File: src/rtl/hex_display_driver.sv
// Two-digit time-multiplexed 7-segment driver with frame-synchronous value commit.
// Optional: define LEADING_ZERO_BLANK_EN to keep the high digit dark when its nibble is zero.
module hex_display_driver #(
    parameter logic [23:0] REFRESH_DIV  = 24'd50_000,
    parameter logic [7:0]  BLANK_CYCLES = 8'd4
) (
    input  logic       clk,
    input  logic       reset,
    input  logic [7:0] data_in,
    input  logic       flag_in,
    input  logic       load,
    output logic [6:0] seg_out,
    output logic       dp_out,
    output logic [1:0] digit_en,
    output logic       pending,
    output logic       frame_done
);

    typedef enum logic [1:0] {
        BLANK_LO = 2'd0,
        SHOW_LO  = 2'd1,
        BLANK_HI = 2'd2,
        SHOW_HI  = 2'd3
    } state_t;

    state_t      state_q;
    state_t      state_d;
    logic [23:0] cnt_q;
    logic [23:0] limit;
    logic        last;
    logic        commit;

    logic [7:0]  disp;
    logic        disp_flag;
    logic [7:0]  pend_data;
    logic        pend_flag;

    // Segment order {g,f,e,d,c,b,a}
    function automatic logic [6:0] seg_decode(input logic [3:0] nib);
        logic [6:0] s;
        s = 7'h00;
        case (nib)
            4'h0: s = 7'h3F;
            4'h1: s = 7'h06;
            4'h2: s = 7'h5B;
            4'h3: s = 7'h4F;
            4'h4: s = 7'h66;
            4'h5: s = 7'h6D;
            4'h6: s = 7'h7D;
            4'h7: s = 7'h07;
            4'h8: s = 7'h7F;
            4'h9: s = 7'h6F;
            4'hA: s = 7'h77;
            4'hB: s = 7'h7C;
            4'hC: s = 7'h39;
            4'hD: s = 7'h5E;
            4'hE: s = 7'h79;
            4'hF: s = 7'h71;
            default: s = 7'h00;
        endcase
        return s;
    endfunction

    always_comb begin
        limit = {16'd0, BLANK_CYCLES} - 24'd1;
        if (state_q == SHOW_LO || state_q == SHOW_HI) begin
            limit = REFRESH_DIV - 24'd1;
        end
        last   = (cnt_q == limit);
        commit = (state_q == SHOW_HI) && last;
    end

    // State and dwell counter
    always_ff @(posedge clk) begin
        if (reset) begin
            state_q <= BLANK_LO;
            cnt_q   <= 24'd0;
        end else begin
            state_q <= state_d;
            cnt_q   <= last ? 24'd0 : cnt_q + 24'd1;
        end
    end

    always_comb begin
        state_d    = state_q;
        seg_out    = 7'h00;
        dp_out     = 1'b0;
        digit_en   = 2'b00;
        frame_done = 1'b0;
        case (state_q)
            BLANK_LO: begin
                if (last) state_d = SHOW_LO;
            end
            SHOW_LO: begin
                if (last) state_d = BLANK_HI;
                digit_en = 2'b01;
                seg_out  = seg_decode(disp[3:0]);
                dp_out   = disp_flag;
            end
            BLANK_HI: begin
                if (last) state_d = SHOW_HI;
            end
            SHOW_HI: begin
                if (last) state_d = BLANK_LO;
                frame_done = commit;
`ifdef LEADING_ZERO_BLANK_EN
                if (disp[7:4] != 4'h0) begin
                    digit_en = 2'b10;
                    seg_out  = seg_decode(disp[7:4]);
                end
`else
                digit_en = 2'b10;
                seg_out  = seg_decode(disp[7:4]);
`endif
            end
            default: state_d = BLANK_LO;
        endcase
    end

    // Pending capture and frame-boundary commit; a load on the commit cycle survives into the next frame
    always_ff @(posedge clk) begin
        if (reset) begin
            disp      <= 8'h00;
            disp_flag <= 1'b0;
            pend_data <= 8'h00;
            pend_flag <= 1'b0;
            pending   <= 1'b0;
        end else begin
            if (commit && pending) begin
                disp      <= pend_data;
                disp_flag <= pend_flag;
            end
            if (load) begin
                pend_data <= data_in;
                pend_flag <= flag_in;
                pending   <= 1'b1;
            end else if (commit) begin
                pending   <= 1'b0;
            end
        end
    end

endmodule

File: config.mk
export PLATFORM = sky130hd
export DESIGN_NAME = hex_display_driver
export DESIGN_NICKNAME = d
export VERILOG_FILES = /design/src/rtl/hex_display_driver.sv
export SDC_FILE = /design/constraint.sdc
export NUM_CORES = 1
export LEC_CHECK = 0
export CORE_AREA = 3 3 92 67
export CTS_CLUSTER_SIZE = 12
export DETAILED_ROUTE_END_ITERATION = 8
export DIE_AREA = 0 0 95 70
export GPL_ROUTABILITY_DRIVEN = 0
export PLACE_DENSITY = 0.79
export SYNTH_ARGS = -nofsm -noshare
export SYNTH_HDL_FRONTEND = slang
export SYNTH_SLANG_ARGS = --single-unit
File: constraint.sdc
create_clock -name clk -period 3.9 [get_ports clk]
set_clock_uncertainty 0.1 [all_clocks]
set_input_delay 0.78 -clock clk [delete_from_list [all_inputs] [get_ports clk]]
set_output_delay 0.78 -clock clk [all_outputs]
set_load 0.02 [all_outputs]
==> results of run 1 <==
-- worst paths after layout --
path                                   end  depth (start not counted)  slack, ns        from
worst min-delay path              cnt_q[0]                          1       0.38    cnt_q[0]
worst min register to register    cnt_q[0]                          1       0.38    cnt_q[0]
worst max register to register    register                         12       0.47  state_q[1]
worst max-delay path            frame_done                          7       0.32  state_q[1]
-- timing repair --
action / in CTS / in global routing
endpoints found under the setup margin: 0 / 1
gates resized for setup: 0 / 1
buffers inserted: 0 / 0
-- power groups by stage --
| stage | combinational (mW) | clock, mW | sequential, mW |
|---|---|---|---|
| 4_1_cts | 0.100 | 0.638 | 0.625 |
| 5_1_grt | 0.110 | 0.670 | 0.626 |
| 6_report | 0.100 | 0.630 | 0.625 |
| 3_5_place_dp | 0.0993 | 0 | 0.638 |
| 3_3_place_gp | 0.0984 | 0 | 0.637 |
| 2_1_floorplan | 0.0627 | 0 | 0.635 |
-- worst max-delay path, delay by kind of cell (launching register included) --
kind / cells / cell delay [ns]
and+or+nand+nor: 3 / 0.85
buffers and inverters: 2 / 0.70
DFF: 1 / 0.35
AOI/OAI and AO/OA: 1 / 0.27
adders and majority gates: 1 / 0.19
-- kinds of logic after synthesis --
| group | count (synthesis) | share of synthesized area, % |
|---|---|---|
| AND/OR/NAND/NOR | 124 | 19.76 |
| multiplexers | 22 | 8.496 |
| AO/OA/AOI/OAI | 46 | 12.97 |
| XOR/XNOR | 22 | 6.260 |
| flip-flops | 59 | 38.37 |
| adder cells (fa/ha/maj) | 20 | 8.130 |
| buffers and inverters | 43 | 6.016 |
-- cell usage in the layout (no fill, tap or decap), types with 2 or more instances in the layout --
cell type	instances
a21oi_1	9
a22o_1	7
a2bb2oi_1	3
a31oi_1	3
a32oi_1	2
a41oi_1	3
and2_1	4
and3_1	5
and4_1	2
buf_4	9
bufinv_16	2
clkbuf_8	10
clkdlybuf4s50_1	23
clkinvlp_4	2
dfxtp_1	59
ha_1	20
inv_1	27
mux2_4	2
mux2i_1	16
nand2_1	16
nand3_1	14
nand4_1	2
nor2_1	54
nor2b_1	3
nor3_1	5
nor4_1	5
o2111ai_1	2
o211a_1	2
o21ai_0	3
or2_2	2
or3_1	3
xnor2_1	17
xor2_1	5
-- layer usage --
| metal | track usage [%] | part of all wire (%) |
|---|---|---|
| met4 | 5.600 | 0.95 |
| met1 | 33.82 | 51 |
| met5 | 0 | 0 |
| met3 | 7.427 | 6.7 |
| met2 | 29.84 | 42 |
-- layout make-up --
class | instances | area, um2 | share of cell area [%]
Clock buffer | 10 | 137.6 | 3.804
Clock inverter | 6 | 88.84 | 2.455
Inverter | 28 | 105.1 | 2.905
Multi-Input combinational cell | 234 | 1718 | 47.48
Sequential cell | 59 | 1181 | 32.64
Tap cell | 72 | 90.09 | 2.490
Timing Repair Buffer | 32 | 297.8 | 8.230
-- Yosys cell counts, types with 7 or more instances --
master,number,area share [%]
ha_1,20,8.1
xnor2_1,17,4.8
a22o_1,7,2.0
a21oi_1,9,1.5
nand2_1,16,2.0
nor2_1,54,6.6
nand3_1,14,2.3
dfxtp_1,59,38
clkbuf_1,7,0.85
mux2i_1,16,5.2
inv_1,27,3.3
==> flow_metrics.tcl, run 1 <==
set metrics [dict create \
    ios 24 \
    arrival_ns 2.70 \
    core_mm2 0.005313 \
    wl_per_cell_um 15.06 \
    p_sw_share_pct 23.59 \
    root_buffer "clkbuf_8" \
    grt_pass1_vias 2262 \
    clock_power_share_pct 46.5 \
    detail-route-antenna-nets 0 \
    slowest_stage "or4_4" \
    clk_pin_slew_ns 0.07 \
    h-tree-depth 3 \
    min_period_over_period_pct 91.92 \
    worst_slew_pin_slew_ns 0.8720 \
    initial_core_util_pct 57.94 \
    crit_type "reg2out" \
    antenna_found_initial 0 \
    pwr-share-comb_pct 7.4 \
    die_h_um 70 \
    syn_nets 368 \
    p_per_area_mw_per_mm2 374.5 \
    syn_inst 336 \
    fin_nets 396 \
    drive_gt1_share_pct 11.65 \
    peakVddDrop_uv 217.6 \
    yosysSeqAreaShare_pct 38.37 \
    power_mw 1.355 \
    dpl_worst_slack_ns 0.5148 \
    worst_slack_ns 0.3153 \
    status "finished, final reports clean" \
    cap_viol_max_count 0 \
    worstSetupStartpointType "register" \
    hold_buffers 0 \
    first_pass_iters 4 \
    fin_tns_setup_ns 0 \
    worstPathRequired_ns 3.02 \
    max_freq_ghz 0.2790 \
    overflow 0 \
    min_period_ns 3.585 \
    avgSynthCellArea_um2 9.161 \
    cp-end-kind "output pin" \
    grt_setup_unrepaired "false" \
    io_buffers 23 \
    syn_to_final_growth_pct 17.56 \
    die-area_mm2 0.006650 \
    synth-seq-cells 59 \
    syn_area_mm2 0.003078 \
    final_hold_viol_count 0 \
    clockBufferDepth 2 \
    post-place-cells 425 \
    synth_warnings 0 \
    antenna_cells 0 \
    synth_edf_count 0 \
    fillers 414 \
    placed_cell_area_mm2 0.003386 \
    async_reset_ff_share_pct 0 \
    worst_skew_pair.late_latency_ns 0.34 \
    p_switching_mw 0.3197 \
    totalWireLength_mm 6.642 \
    grtUsageTotal_pct 22.30 \
    internal_power_mw 1.035 \
    rows 22 \
    clkSinkCount 59 \
    grt_max_degree 27 \
    worst_hold_slack_ns 0.3770 \
    p_leak_nw 1.444 \
    grt_pass1_wl_mm 11.38 \
    drc 0 \
    hold_class "reg2reg" \
    setup_viol 0 \
    routed_via_density 5.512 \
    cts_buffers 9 \
    crit_path_cell_trace "inv_1, ha_1, nor2_1, or4_4, a21oi_1, and2_1, clkdlybuf4s50_1" \
    worst-path-max-fanout 7 \
    dp_hpwl_mm 4.897 \
    die_w_um 95 \
    vias 2431 \
    seqPwrFrac_pct 46.1 \
    max_stage_delay_ns 0.62 \
    cts_tree "done" \
    ys_types 59 \
    fin_cells 441 \
    synth_ff_type "dfxtp_1" \
    drt_iter0_markers 228 \
    slew-limit-headroom_pct 41.33 \
    final_util_pct 68.11 \
    fin_area_mm2 0.003618 \
    drv_slew 0 \
]
Power figures use the tool's default switching activity.
==> run 2, diff against run 1 <==
--- a/constraint.sdc
+++ b/constraint.sdc
@@ -4,2 +4,2 @@
 set_output_delay 0.78 -clock clk [all_outputs]
-set_load 0.02 [all_outputs]
+set_load 0.05 [all_outputs]
==> flow_metrics.tcl, run 2 (synthesis results as in run 1) <==
set metrics [dict create \
    pwr-share-comb_pct 8.5 \
    overflow 0 \
    core_mm2 0.005313 \
    root_buffer "clkbuf_8" \
    ios 24 \
    antenna_found_initial 0 \
    p_switching_mw 0.3196 \
    die-area_mm2 0.006650 \
    dp_hpwl_mm 5.009 \
    internal_power_mw 1.037 \
    clock_power_share_pct 45.4 \
    vias 2477 \
    drive_gt1_share_pct 11.59 \
    grt_pass1_vias 2361 \
    seqPwrFrac_pct 46.1 \
    routed_via_density 5.591 \
    clkSinkCount 59 \
    crit_type "reg2reg" \
    setup_viol 0 \
    cts_buffers 9 \
    hold_class "reg2reg" \
    grt_pass1_wl_mm 11.50 \
    slew-limit-headroom_pct 41.90 \
    antenna_cells 0 \
    worst-path-max-fanout 7 \
    worst_skew_pair.late_latency_ns 0.35 \
    p_sw_share_pct 23.56 \
    first_pass_iters 5 \
    die_h_um 70 \
    detail-route-antenna-nets 0 \
    fin_nets 398 \
    initial_core_util_pct 57.94 \
    die_w_um 95 \
    syn_to_final_growth_pct 17.93 \
    min_period_over_period_pct 89.45 \
    p_per_area_mw_per_mm2 373.8 \
    min_period_ns 3.488 \
    worst_slew_pin_slew_ns 0.8635 \
    totalWireLength_mm 6.782 \
    fin_tns_setup_ns 0 \
    p_leak_nw 1.459 \
    rows 22 \
    arrival_ns 3.68 \
    max_freq_ghz 0.2867 \
    postCtsResizedCells 0 \
    status "finished, final reports clean" \
    hold_buffers 0 \
    post-cts-setup-buffer-count 0 \
    clk_pin_slew_ns 0.06 \
    h-tree-depth 3 \
    wl_per_cell_um 15.31 \
    worstSetupStartpointType "register" \
    drc 0 \
    peakVddDrop_uv 237.0 \
    drt_iter0_markers 215 \
    fin_area_mm2 0.003630 \
    io_buffers 23 \
    grt_setup_unrepaired "false" \
    final_hold_viol_count 0 \
    placed_cell_area_mm2 0.003411 \
    cp-end-kind "register" \
    final_common_cell "dfxtp_1" \
    drv_slew 0 \
    grtUsageTotal_pct 22.46 \
    cts_tree "done" \
    layout_common_cells "dfxtp_1, nor2_1, inv_1" \
    grt_max_degree 25 \
    clockBufferDepth 2 \
    cap_viol_max_count 0 \
    fillers 408 \
    worstPathRequired_ns 4.09 \
]
==> run 2: worst paths after layout <==
check,from,end,slack [ns],cells after the start
min,cnt_q[0],cnt_q[0],0.37,1
max reg2reg,state_q[0],register,0.41,11
max,state_q[0],register,0.41,11
min reg2reg,cnt_q[0],cnt_q[0],0.37,1
==> run 2: routing by layer <==
metal  vias to the layer above  routed length (um)  share of wire (%)  global-route usage (%)
met5                         -                   0                  0                       0
met4                         0                 112                1.7                   7.360
met3                        10                 423                6.2                   7.320
met2                        77                2691                 40                   29.53
met1                      1170                3555                 52                   33.89
li1                       1220                   -                  -                       -
==> run 2: area by class of cell <==
| class | instances | area, um2 | share of cell area [%] |
|---|---|---|---|
| Tap cell | 72 | 90.09 | 2.482 |
| Multi-Input combinational cell | 234 | 1712 | 47.16 |
| Clock inverter | 4 | 73.82 | 2.034 |
| Clock buffer | 12 | 145.1 | 3.999 |
| Sequential cell | 59 | 1181 | 32.54 |
| Timing Repair Buffer | 34 | 322.8 | 8.893 |
| Inverter | 28 | 105.1 | 2.896 |
==> run 2: power groups by stage <==
| stage | sequential, mW | clock (mW) | combinational, mW |
|---|---|---|---|
| final | 0.626 | 0.615 | 0.116 |
| after global routing | 0.626 | 0.655 | 0.124 |
| after CTS | 0.625 | 0.624 | 0.115 |
| after detailed placement | 0.638 | 0 | 0.115 |
| after global placement | 0.637 | 0 | 0.113 |
| after floorplan | 0.637 | 0 | 0.0757 |
==> run 2: metrics by stage <==
stage	setup WS (ns)	power [mW]	utilization, %	hold WS (ns)	instances
finish	0.4115	1.357	68.32	0.3736	443
global route	0.1531	1.405	68.32	0.3959	443
CTS	0.4566	1.364	68.32	0.3666	443
detailed placement	0.4878	0.7531	64.20	0.3528	427
global placement	0.6556	0.7506	64.20	0.3445	427
floorplan	0.1701	0.7125	-	0.3298	336
==> run 2: worst max-delay path: stages (launching register included) <==
cell	delay [ns]
dfxtp_1	0.43
ha_1	0.21
nor2_1	0.07
or4_4	0.62
a211oi_4	0.47
mux2i_1	0.16
nor2_1	0.31
inv_1	0.18
ha_1	0.33
inv_1	0.04
mux4_1	0.46
inv_1	0.06
